**config.mk**
```make
export PLATFORM = sky130hd
export DESIGN_NAME = hard_limiter_v2
export DESIGN_NICKNAME = d
export VERILOG_FILES = /design/src/rtl/hard_limiter_pkg.sv /design/src/rtl/hl_skid_buffer.sv /design/src/rtl/hard_limiter_v2.sv
export SDC_FILE = /design/constraint.sdc
export NUM_CORES = 1
export LEC_CHECK = 0
export CAP_MARGIN = 20
export CORE_MARGIN = 5
export CORE_UTILIZATION = 42
export DETAILED_ROUTE_END_ITERATION = 12
export HOLD_SLACK_MARGIN = 0.15
export MAX_ROUTING_LAYER = met4
export PLACE_DENSITY_LB_ADDON = 0.3
export SLEW_MARGIN = 20
export SYNTH_ARGS = -nofsm -noshare
export SYNTH_HDL_FRONTEND = slang
export SYNTH_SLANG_ARGS = --single-unit
export TNS_END_PERCENT = 10
```
**constraint.sdc**
```tcl
create_clock -name clock -period 11.05 [get_ports clock]
set_input_delay 3.315 -clock clock [delete_from_list [all_inputs] [get_ports clock]]
set_output_delay 3.315 -clock clock [all_outputs]
set_load 0.1 [all_outputs]
```
**src/rtl/hard_limiter_pkg.sv**
```systemverilog
`default_nettype none
// +----------------------------------------------------------------------+
// | hard_limiter_pkg : shared types and error codes for the hard limiter |
// | Revision 2.0                                                         |
// +----------------------------------------------------------------------+
package hard_limiter_pkg;

   typedef enum logic [1:0] {
      BYPASS = 2'd0,
      CLAMP  = 2'd1,
      FLAG   = 2'd2,
      RSVD   = 2'd3
   } LIMIT_MODE_T;

   typedef enum logic [1:0] {
      INBOUND   = 2'd0,
      BELOW_MIN = 2'd1,
      ABOVE_MAX = 2'd2,
      INVALID   = 2'd3
   } SIGNAL_CASE_T;

   typedef enum logic [1:0] {
      EMPTY = 2'd0,
      ONE   = 2'd1,
      FULL  = 2'd2
   } SKID_STATE_T;

   localparam logic [1:0] ERR_NONE        = 2'b00;
   localparam logic [1:0] ERR_LIMIT_FAULT = 2'b11;

endpackage
`default_nettype wire

```
**src/rtl/hl_skid_buffer.sv**
```systemverilog
`default_nettype none
// +----------------------------------------------------------------------+
// | hl_skid_buffer : 2-entry output skid buffer, head entry drives out   |
// | Revision 2.0                                                         |
// +----------------------------------------------------------------------+
module hl_skid_buffer #(
   parameter int PAYLOAD_W = 18
) (
   input  logic                 clock,
   input  logic                 reset,
   input  logic                 push,
   input  logic [PAYLOAD_W-1:0] push_data,
   output logic                 space,
   output logic                 out_valid,
   output logic [PAYLOAD_W-1:0] out_data,
   input  logic                 out_ready
);
   import hard_limiter_pkg::*;

   SKID_STATE_T          state_q, state_d;
   logic [PAYLOAD_W-1:0] head_q, head_d;
   logic [PAYLOAD_W-1:0] tail_q, tail_d;
   logic                 w_pop;

   assign w_pop     = (state_q != EMPTY) && out_ready;
   assign space     = (state_q != FULL);
   assign out_valid = (state_q != EMPTY);
   assign out_data  = head_q;

   always_comb begin
      state_d = state_q;
      head_d  = head_q;
      tail_d  = tail_q;
      case (state_q)
         EMPTY: begin
            if (push) begin
               state_d = ONE;
               head_d  = push_data;
            end
         end
         ONE: begin
            if (push && w_pop) begin
               head_d = push_data;
            end else if (push) begin
               state_d = FULL;
               tail_d  = push_data;
            end else if (w_pop) begin
               state_d = EMPTY;
            end
         end
         FULL: begin
            // Upstream is stalled here, so only a pop can move the buffer.
            if (w_pop) begin
               state_d = ONE;
               head_d  = tail_q;
            end
         end
         default: state_d = EMPTY;
      endcase
   end

   always_ff @(posedge clock) begin
      if (reset) begin
         state_q <= EMPTY;
         head_q  <= '0;
         tail_q  <= '0;
      end else begin
         state_q <= state_d;
         head_q  <= head_d;
         tail_q  <= tail_d;
      end
   end

endmodule
`default_nettype wire

```
**src/rtl/hard_limiter_v2.sv**
```systemverilog
`default_nettype none
// +----------------------------------------------------------------------+
// | hard_limiter_v2 : mode-selectable sample limiter with clip stats     |
// | Revision 2.0                                                         |
// +----------------------------------------------------------------------+
module hard_limiter_v2 #(
   parameter int DATA_W       = 16,
   parameter int CNT_W        = 16,
   parameter int MODE_DEFAULT = 1
) (
   input  logic                  clock,
   input  logic                  reset,
   input  logic [2*DATA_W-1:0]   limbuff_data,
   input  logic                  limbuff_valid,
   input  logic                  iter_input_enable,
   input  logic [1:0]            mode_in,
   input  logic                  mode_load,
   input  logic [DATA_W-1:0]     fir_data,
   input  logic                  fir_valid,
   input  logic [1:0]            fir_error,
   output logic                  fir_ready,
   output logic [DATA_W-1:0]     out_data,
   output logic                  out_valid,
   output logic [1:0]            out_error,
   input  logic                  out_ready,
   input  logic                  cnt_clear,
   output logic [CNT_W-1:0]      clip_below_cnt,
   output logic [CNT_W-1:0]      clip_above_cnt,
   output logic                  limit_fault
);
   import hard_limiter_pkg::*;

   localparam int               PAYLOAD_W = DATA_W + 2;
   localparam logic [CNT_W-1:0] CNT_MAX   = '1;
   localparam LIMIT_MODE_T      MODE_RST  = LIMIT_MODE_T'(MODE_DEFAULT[1:0]);

   LIMIT_MODE_T              mode_q, mode_d;
   logic [CNT_W-1:0]         below_cnt_q, below_cnt_d;
   logic [CNT_W-1:0]         above_cnt_q, above_cnt_d;
   logic                     limit_fault_q, limit_fault_d;

   logic signed [DATA_W-1:0] w_max, w_min, w_sample, w_data;
   logic [1:0]               w_error, w_flag;
   SIGNAL_CASE_T             w_case;
   logic                     w_space, w_accept, w_count;
   logic [PAYLOAD_W-1:0]     w_out_payload;

   assign w_max    = limbuff_data[2*DATA_W-1:DATA_W];
   assign w_min    = limbuff_data[DATA_W-1:0];
   assign w_sample = fir_data;

   assign fir_ready = w_space & limbuff_valid & iter_input_enable & ~reset;
   assign w_accept  = fir_valid & fir_ready;

   always_comb begin
      if (w_min > w_max)         w_case = INVALID;
      else if (w_sample < w_min) w_case = BELOW_MIN;
      else if (w_sample > w_max) w_case = ABOVE_MAX;
      else                       w_case = INBOUND;
   end

   always_comb begin
      w_data  = w_sample;
      w_error = fir_error;
      case (w_case)
         BELOW_MIN: w_flag = 2'b01;
         ABOVE_MAX: w_flag = 2'b10;
         default:   w_flag = ERR_NONE;
      endcase
      if (w_case == INVALID) begin
         w_error = ERR_LIMIT_FAULT;
      end else begin
         case (mode_q)
            BYPASS:  w_error = fir_error;
            FLAG:    w_error = fir_error | w_flag;
            default: begin
               if (w_case == BELOW_MIN)      w_data = w_min;
               else if (w_case == ABOVE_MAX) w_data = w_max;
            end
         endcase
      end
   end

   always_comb begin
      mode_d        = mode_load ? LIMIT_MODE_T'(mode_in) : mode_q;
      below_cnt_d   = below_cnt_q;
      above_cnt_d   = above_cnt_q;
      limit_fault_d = limit_fault_q;
      w_count       = w_accept && (mode_q != BYPASS);
      if (w_accept && (w_case == INVALID))
         limit_fault_d = 1'b1;
      if (w_count && (w_case == BELOW_MIN) && (below_cnt_q != CNT_MAX))
         below_cnt_d = below_cnt_q + CNT_W'(1);
      if (w_count && (w_case == ABOVE_MAX) && (above_cnt_q != CNT_MAX))
         above_cnt_d = above_cnt_q + CNT_W'(1);
      // Clear wins over a same-cycle increment or fault.
      if (cnt_clear) begin
         below_cnt_d   = '0;
         above_cnt_d   = '0;
         limit_fault_d = 1'b0;
      end
   end

   always_ff @(posedge clock) begin
      if (reset) begin
         mode_q        <= MODE_RST;
         below_cnt_q   <= '0;
         above_cnt_q   <= '0;
         limit_fault_q <= 1'b0;
      end else begin
         mode_q        <= mode_d;
         below_cnt_q   <= below_cnt_d;
         above_cnt_q   <= above_cnt_d;
         limit_fault_q <= limit_fault_d;
      end
   end

   hl_skid_buffer #(
      .PAYLOAD_W (PAYLOAD_W)
   ) u_skid (
      .clock     (clock),
      .reset     (reset),
      .push      (w_accept),
      .push_data ({w_error, w_data}),
      .space     (w_space),
      .out_valid (out_valid),
      .out_data  (w_out_payload),
      .out_ready (out_ready)
   );

   assign out_data       = w_out_payload[DATA_W-1:0];
   assign out_error      = w_out_payload[PAYLOAD_W-1:DATA_W];
   assign clip_below_cnt = below_cnt_q;
   assign clip_above_cnt = above_cnt_q;
   assign limit_fault    = limit_fault_q;

endmodule
`default_nettype wire

```
==> results.ini, run 1 <==
[timing]
setup_viol=0
hold_viol_final=0
slew_violations=0
timing.hold.ws_ns=0.466
min_period_ns=8.76
max_freq_mhz=114
fin_tns_setup_ns=0
worst_pin_slew_ns=0.986
slew_headroom_pct=34.1
fin_ws_ns=2.29
rsz0062_at_grt=no
period_share_pct=79.2
clock-skew-final_ns=0.00997

[finish]
final_cell_mix=clkdlybuf4s50_1 (112), dfxtp_1 (73), ha_1 (49), nand2_1 (43), inv_1 (37)
n_antenna_cell=0
fin_util_pct=55.9
syn2layout_area_growth_pct=30.5
drive_above_1_share_pct=10.1
layout_commonest_cell=clkdlybuf4s50_1
nets=784

[route]
routed_wl_mm=14.2
drt-initial-drc-count=383
firstDrtPassIters=6
routed-wl-met2_mm=6.91
top_layer_used=met4
vias_per_cell=5.80
wl_per_cell_um=17.3
wl_met3_um=606
vias=4772
final_antenna_net_count=0
m1WireLength_mm=6.53
drc=0

[synth]
synth_edf_count=0
synth_area_um2=4910
ys_seq_area_share_pct=29.7
synth_cells=575
yosys_register_bits=73
synthArstFlopShare_pct=0
yosysWarnings=0
synth.distinct_cells=55
avgSynthCellArea_um2=8.55
synth_ff_type=dfxtp_1
mappedNetlistNets=684

[pwr]
pwr-share-comb_pct=22.2
powerDensity_nw_per_um2=114
leakage_nw=2.58
switching_power_uw=207
power_uw=730
p_seq_share_pct=36.9
clockPowerShare_pct=40.9
sw_frac_of_total_pct=28.3
internal_power_uw=523
ir_worst_vdd_mv=0.0748

[worst_hold_path]
min_path_cells=2
hold_path.class=reg2reg

[floorplanning]
die-area_um2=14000
pin_count=113
start_util_pct=42.8
die_y_um=118
core_area_um2=11500
rows=39
die_w_um=118

[clock_network]
cts_tree=done
clock_path_buffers=2
cts_buffers=9
clkTransAtPathRegs_ns=0.06
cts_setup_buffers=0
insertion_delay_ns=0.33
h-tree-depth=3
cts_sinks=73
cts_resized=0
clock_tree.root_cell=clkbuf_16
cts_hold_buf=0

[placed_design]
portBuffers=112
gp_congestion=0.905
post-dp-hpwl_mm=10.7
pre_cts_ws_ns=2.28

[grt]
grt_pass1_vias=4675
grt_usage_pct=20.1
gr-total-overflow=0
grt_max_degree=32
grt_pass1_wl_mm=22.8
antenna_found_initial=0

[setup_path]
rrSetupSlack_ns=8.09
worstSetupStartpointType=input pin
worst_setup_path_end_kind=output pin
reg2reg_depth=9
arrival_ns=5.44
worstPathRequired_ns=7.74
critPathMaxFanout=31
path_class=in2out

[run_status]
status=completed

[flow_run]
maxCapViolations=0

## per-layer routing
| layer | track usage [%] | vias to the layer above |
|---|---|---|
| met2 | 32.8 | 130 |
| met1 | 25.8 | 2292 |
| met4 | 5.59 | 0 |
| li1 | - | 2337 |
| met3 | 3.20 | 13 |
| met5 | - | - |
## flip-flops by register name (all words and copies together), names as in the netlist
| register | count |
|---|---|
| u_skid.tail_q | 18 |
| limit_fault | 1 |
| u_skid.out_data | 18 |
| clip_below_cnt | 16 |
| clip_above_cnt | 16 |
| u_skid.state_q | 2 |
| mode_q | 2 |
## Yosys cell counts (6+ instances only)
cell type / n / share of area (%)
clkbuf_1: 18 / 1.4
o21ai_0: 13 / 1.3
nor2b_1: 22 / 2.8
nand4_1: 17 / 2.2
or3_1: 9 / 1.1
inv_1: 37 / 2.8
and3_1: 22 / 2.8
o221a_1: 10 / 2.3
a21oi_1: 33 / 3.4
mux2_2: 16 / 3.7
a31oi_1: 19 / 2.4
a21o_1: 6 / 0.92
o21a_1: 6 / 0.92
xnor2_1: 9 / 1.6
a21bo_2: 16 / 3.3
nand3_1: 26 / 2.6
nor2_1: 33 / 2.5
ha_1: 49 / 12
or4_1: 9 / 1.4
nor4_1: 8 / 1.0
nor3_1: 8 / 0.81
o221a_2: 7 / 1.6
nand2_1: 43 / 3.3
dfxtp_1: 73 / 30
## area by class of cell
type / count / area, um^2
Clock inverter: 2 / 35.0
Fill cell: 1047 / 5050
Tap cell: 143 / 179
Multi-Input combinational cell: 439 / 3180
Inverter: 37 / 139
Sequential cell: 73 / 1460
Timing Repair Buffer: 115 / 1140
Clock buffer: 14 / 274
## cell families (layout without fill, tap and decap cells)
logic type | Yosys count | count (layout) | share of synthesized area, %
AO/OA/AOI/OAI | 141 | 141 | 21.5
buffers and inverters | 63 | 168 | 5.58
multiplexers | 20 | 20 | 4.48
flip-flops | 73 | 73 | 29.7
AND/OR/NAND/NOR | 220 | 220 | 24.6
XOR/XNOR | 9 | 9 | 1.60
adder cells (fa/ha/maj) | 49 | 49 | 12.5
## per-stage QoR
stage               instance area [um^2]  instances
global route                        6410        823
global placement                    6100        807
CTS                                 6410        823
finish                              6410        823
floorplan                           4910        575
detailed placement                  6100        807
## worst paths after layout
kind / startpoint / to
setup reg to reg: u_skid.state_q[1] / clip_above_cnt[7]
setup / recovery: reset / fir_ready
hold reg to reg: u_skid.out_data[16] / u_skid.out_data[16]
hold / removal: u_skid.out_data[16] / u_skid.out_data[16]
## power groups by stage
stage	registers (mW)	logic, mW	clock network [mW]
floorplan	0.296	0.0827	0
global placement	0.275	0.157	0
detailed placement	0.275	0.159	0
CTS	0.269	0.161	0.305
global route	0.270	0.175	0.315
finish	0.269	0.162	0.299
## worst max-delay path: stages
cell	delay, ns
clkdlybuf4s50_1	0.40
buf_4	0.24
nor3_1	0.29
clkdlybuf4s50_1	1.19
Power figures use the tool's default switching activity.
==> run 2, diff against run 1 <==
- clock period: 11.05 -> 8.2 ns (I/O delays scaled with it)
==> run 2 against run 1 <==
Effect of this change:
- flip-flop and latch count stayed put
- setup slack worse by 0.29 ns
- via count is 0.44% higher
- first-iteration DRC count is 3.4% higher
- count of clock-buffer cells in the layout is 3 lower
- routed wire length is 3.0% higher
- die area stayed put
- hold slack worse by 0.0082 ns
- clock power is 17% higher
- sequential share of layout area is 0.17 points higher
- core utilization is 0.43 points lower
- final cell count is 0.12% lower
==> results.ini, run 2 (synthesized netlist as in run 1, its figures left out) <==
[finish]
fin_area_um2=6360  ; -0.76%
multi_input_area_um2=3180  ; unchanged
fill_cells=1059  ; +1.1%
n_antenna_cell=0  ; unchanged
layout_commonest_cell=clkdlybuf4s50_1
nets=784  ; unchanged
final_cell_mix=clkdlybuf4s50_1 (111), dfxtp_1 (73), ha_1 (49), nand2_1 (43), inv_1 (37)
syn2layout_area_growth_pct=29.5
fin_util_pct=55.5  ; -0.43 points
drive_above_1_share_pct=10.3  ; +0.16 points
seq_area_um2=1460  ; unchanged

[grt]
grt_pass1_vias=4709  ; +0.73%
antenna_found_initial=0  ; unchanged
grt_pass1_wl_mm=23.6  ; +3.7%
grt_usage_pct=20.9  ; +0.81 points
grt_max_degree=32  ; unchanged
gr-total-overflow=0  ; unchanged

[setup_path]
crit_slowest_cell=clkdlybuf4s50_1
crit_chain=clkdlybuf4s50_1 -> buf_4 -> nor3_1 -> buf_4
worst_setup_path_end_kind=output pin
path_class=in2out
critical_path.max_stage_delay_ns=0.40  ; -0.79 ns
cp_common_cell=buf_4
critPathMaxFanout=31  ; unchanged
worstSetupStartpointType=input pin
worstPathRequired_ns=5.74  ; -2.00 ns
arrival_ns=3.74  ; -1.70 ns

[floorplanning]
die_y_um=118  ; unchanged
pin_count=113  ; unchanged
die-area_um2=14000  ; unchanged
rows=39  ; unchanged
core_area_um2=11500  ; unchanged
die_w_um=118  ; unchanged
start_util_pct=42.8  ; unchanged

[clock_network]
cts_sinks=73  ; unchanged
h-tree-depth=3  ; unchanged
clock_tree.root_cell=clkbuf_16
cts_setup_buffers=0  ; unchanged
cts_resized=0  ; unchanged
clock_path_buffers=2  ; unchanged
cts_tree=done
insertion_delay_ns=0.33  ; about the same
clkTransAtPathRegs_ns=0.05  ; about the same
cts_hold_buf=0  ; unchanged
cts_buffers=9  ; unchanged

[timing]
setup_viol=0  ; unchanged
period_share_pct=75.6
rsz0062_at_grt=no
worst_pin_slew_ns=0.994  ; +0.00829 ns
fin_tns_setup_ns=0  ; unchanged
min_period_ns=6.20
max_freq_mhz=161
slew_violations=0  ; unchanged
clock-skew-final_ns=0.00772  ; -0.00225 ns
slew_headroom_pct=33.5  ; -0.55 points
hold_viol_final=0  ; unchanged

[pwr]
ir_worst_vdd_mv=0.0949  ; +27%
switching_power_uw=275  ; +33%
pwr-share-comb_pct=23.3  ; +1.1 points
clockPowerShare_pct=37.6  ; -3.3 points
p_seq_share_pct=39.1  ; +2.2 points
power_uw=929  ; +27%
sw_frac_of_total_pct=29.6  ; +1.3 points
leakage_nw=2.56  ; -0.63%
internal_power_uw=654  ; +25%
powerDensity_nw_per_um2=146  ; +28%

[route]
final_antenna_net_count=0  ; unchanged
firstDrtPassIters=5  ; -1
drc=0  ; unchanged
wl_per_cell_um=17.8  ; +3.1%
vias_per_cell=5.83  ; +0.56%
routed_wl_mm=14.6  ; +3.0%
vias=4793  ; +0.44%
drt-initial-drc-count=396  ; +3.4%

[run_status]
status=completed

[placed_design]
placed_area_um2=6100  ; about the same
portBuffers=112  ; unchanged
post-dp-hpwl_mm=11.4  ; +7.2%
gp_congestion=0.974  ; +7.6%

[flow_run]
maxCapViolations=0  ; unchanged

[worst_hold_path]
hold_path.class=reg2reg

-- run 2: layout make-up --
class,instances,area share [%]
Timing Repair Buffer,115,17.9
Clock buffer,11,3.81
Inverter,37,2.18
Sequential cell,73,23.0
Clock inverter,4,0.315
Multi-Input combinational cell,439,50.0
Tap cell,143,2.81
-- run 2: worst paths after layout --
check                                          from                   to  slack, ns  cells past startpoint
worst max register to register    u_skid.state_q[1]    clip_above_cnt[5]       5.21                      9
worst max-delay path                          reset            fir_ready       2.00                      4
worst min-delay path            u_skid.out_data[16]  u_skid.out_data[16]       0.46                      2
worst min register to register  u_skid.out_data[16]  u_skid.out_data[16]       0.46                      2
-- run 2: routing by layer --
layer  track usage, %  vias up  share of wire [%]
met2             31.8      153                 45
met5                -        -                  0
met3             4.35       16                5.4
li1                 -     2341                  -
met1             28.2     2283                 49
met4             5.66        0                1.2
-- run 2: through the flow --
step	hold slack (ns)	setup WS (ns)	std cells
finish	0.458	2.00	822
global route	0.481	1.80	822
CTS	0.465	2.00	822
detailed placement	0.454	1.72	807
global placement	0.441	1.83	807
floorplan	0.465	1.13	575
-- run 2: power groups by stage --
stage	clock network (mW)	logic, mW	registers, mW
3_3_place_gp	0	0.209	0.371
4_1_cts	0.358	0.214	0.363
6_report	0.350	0.216	0.363
2_1_floorplan	0	0.111	0.399
5_1_grt	0.372	0.232	0.363
3_5_place_dp	0	0.213	0.371
-- run 2: critical path, delay by kind of cell --
| kind | cells | cell delay [ns] |
|---|---|---|
| simple gates | 1 | 0.29 |
| buf+inv | 3 | 0.98 |
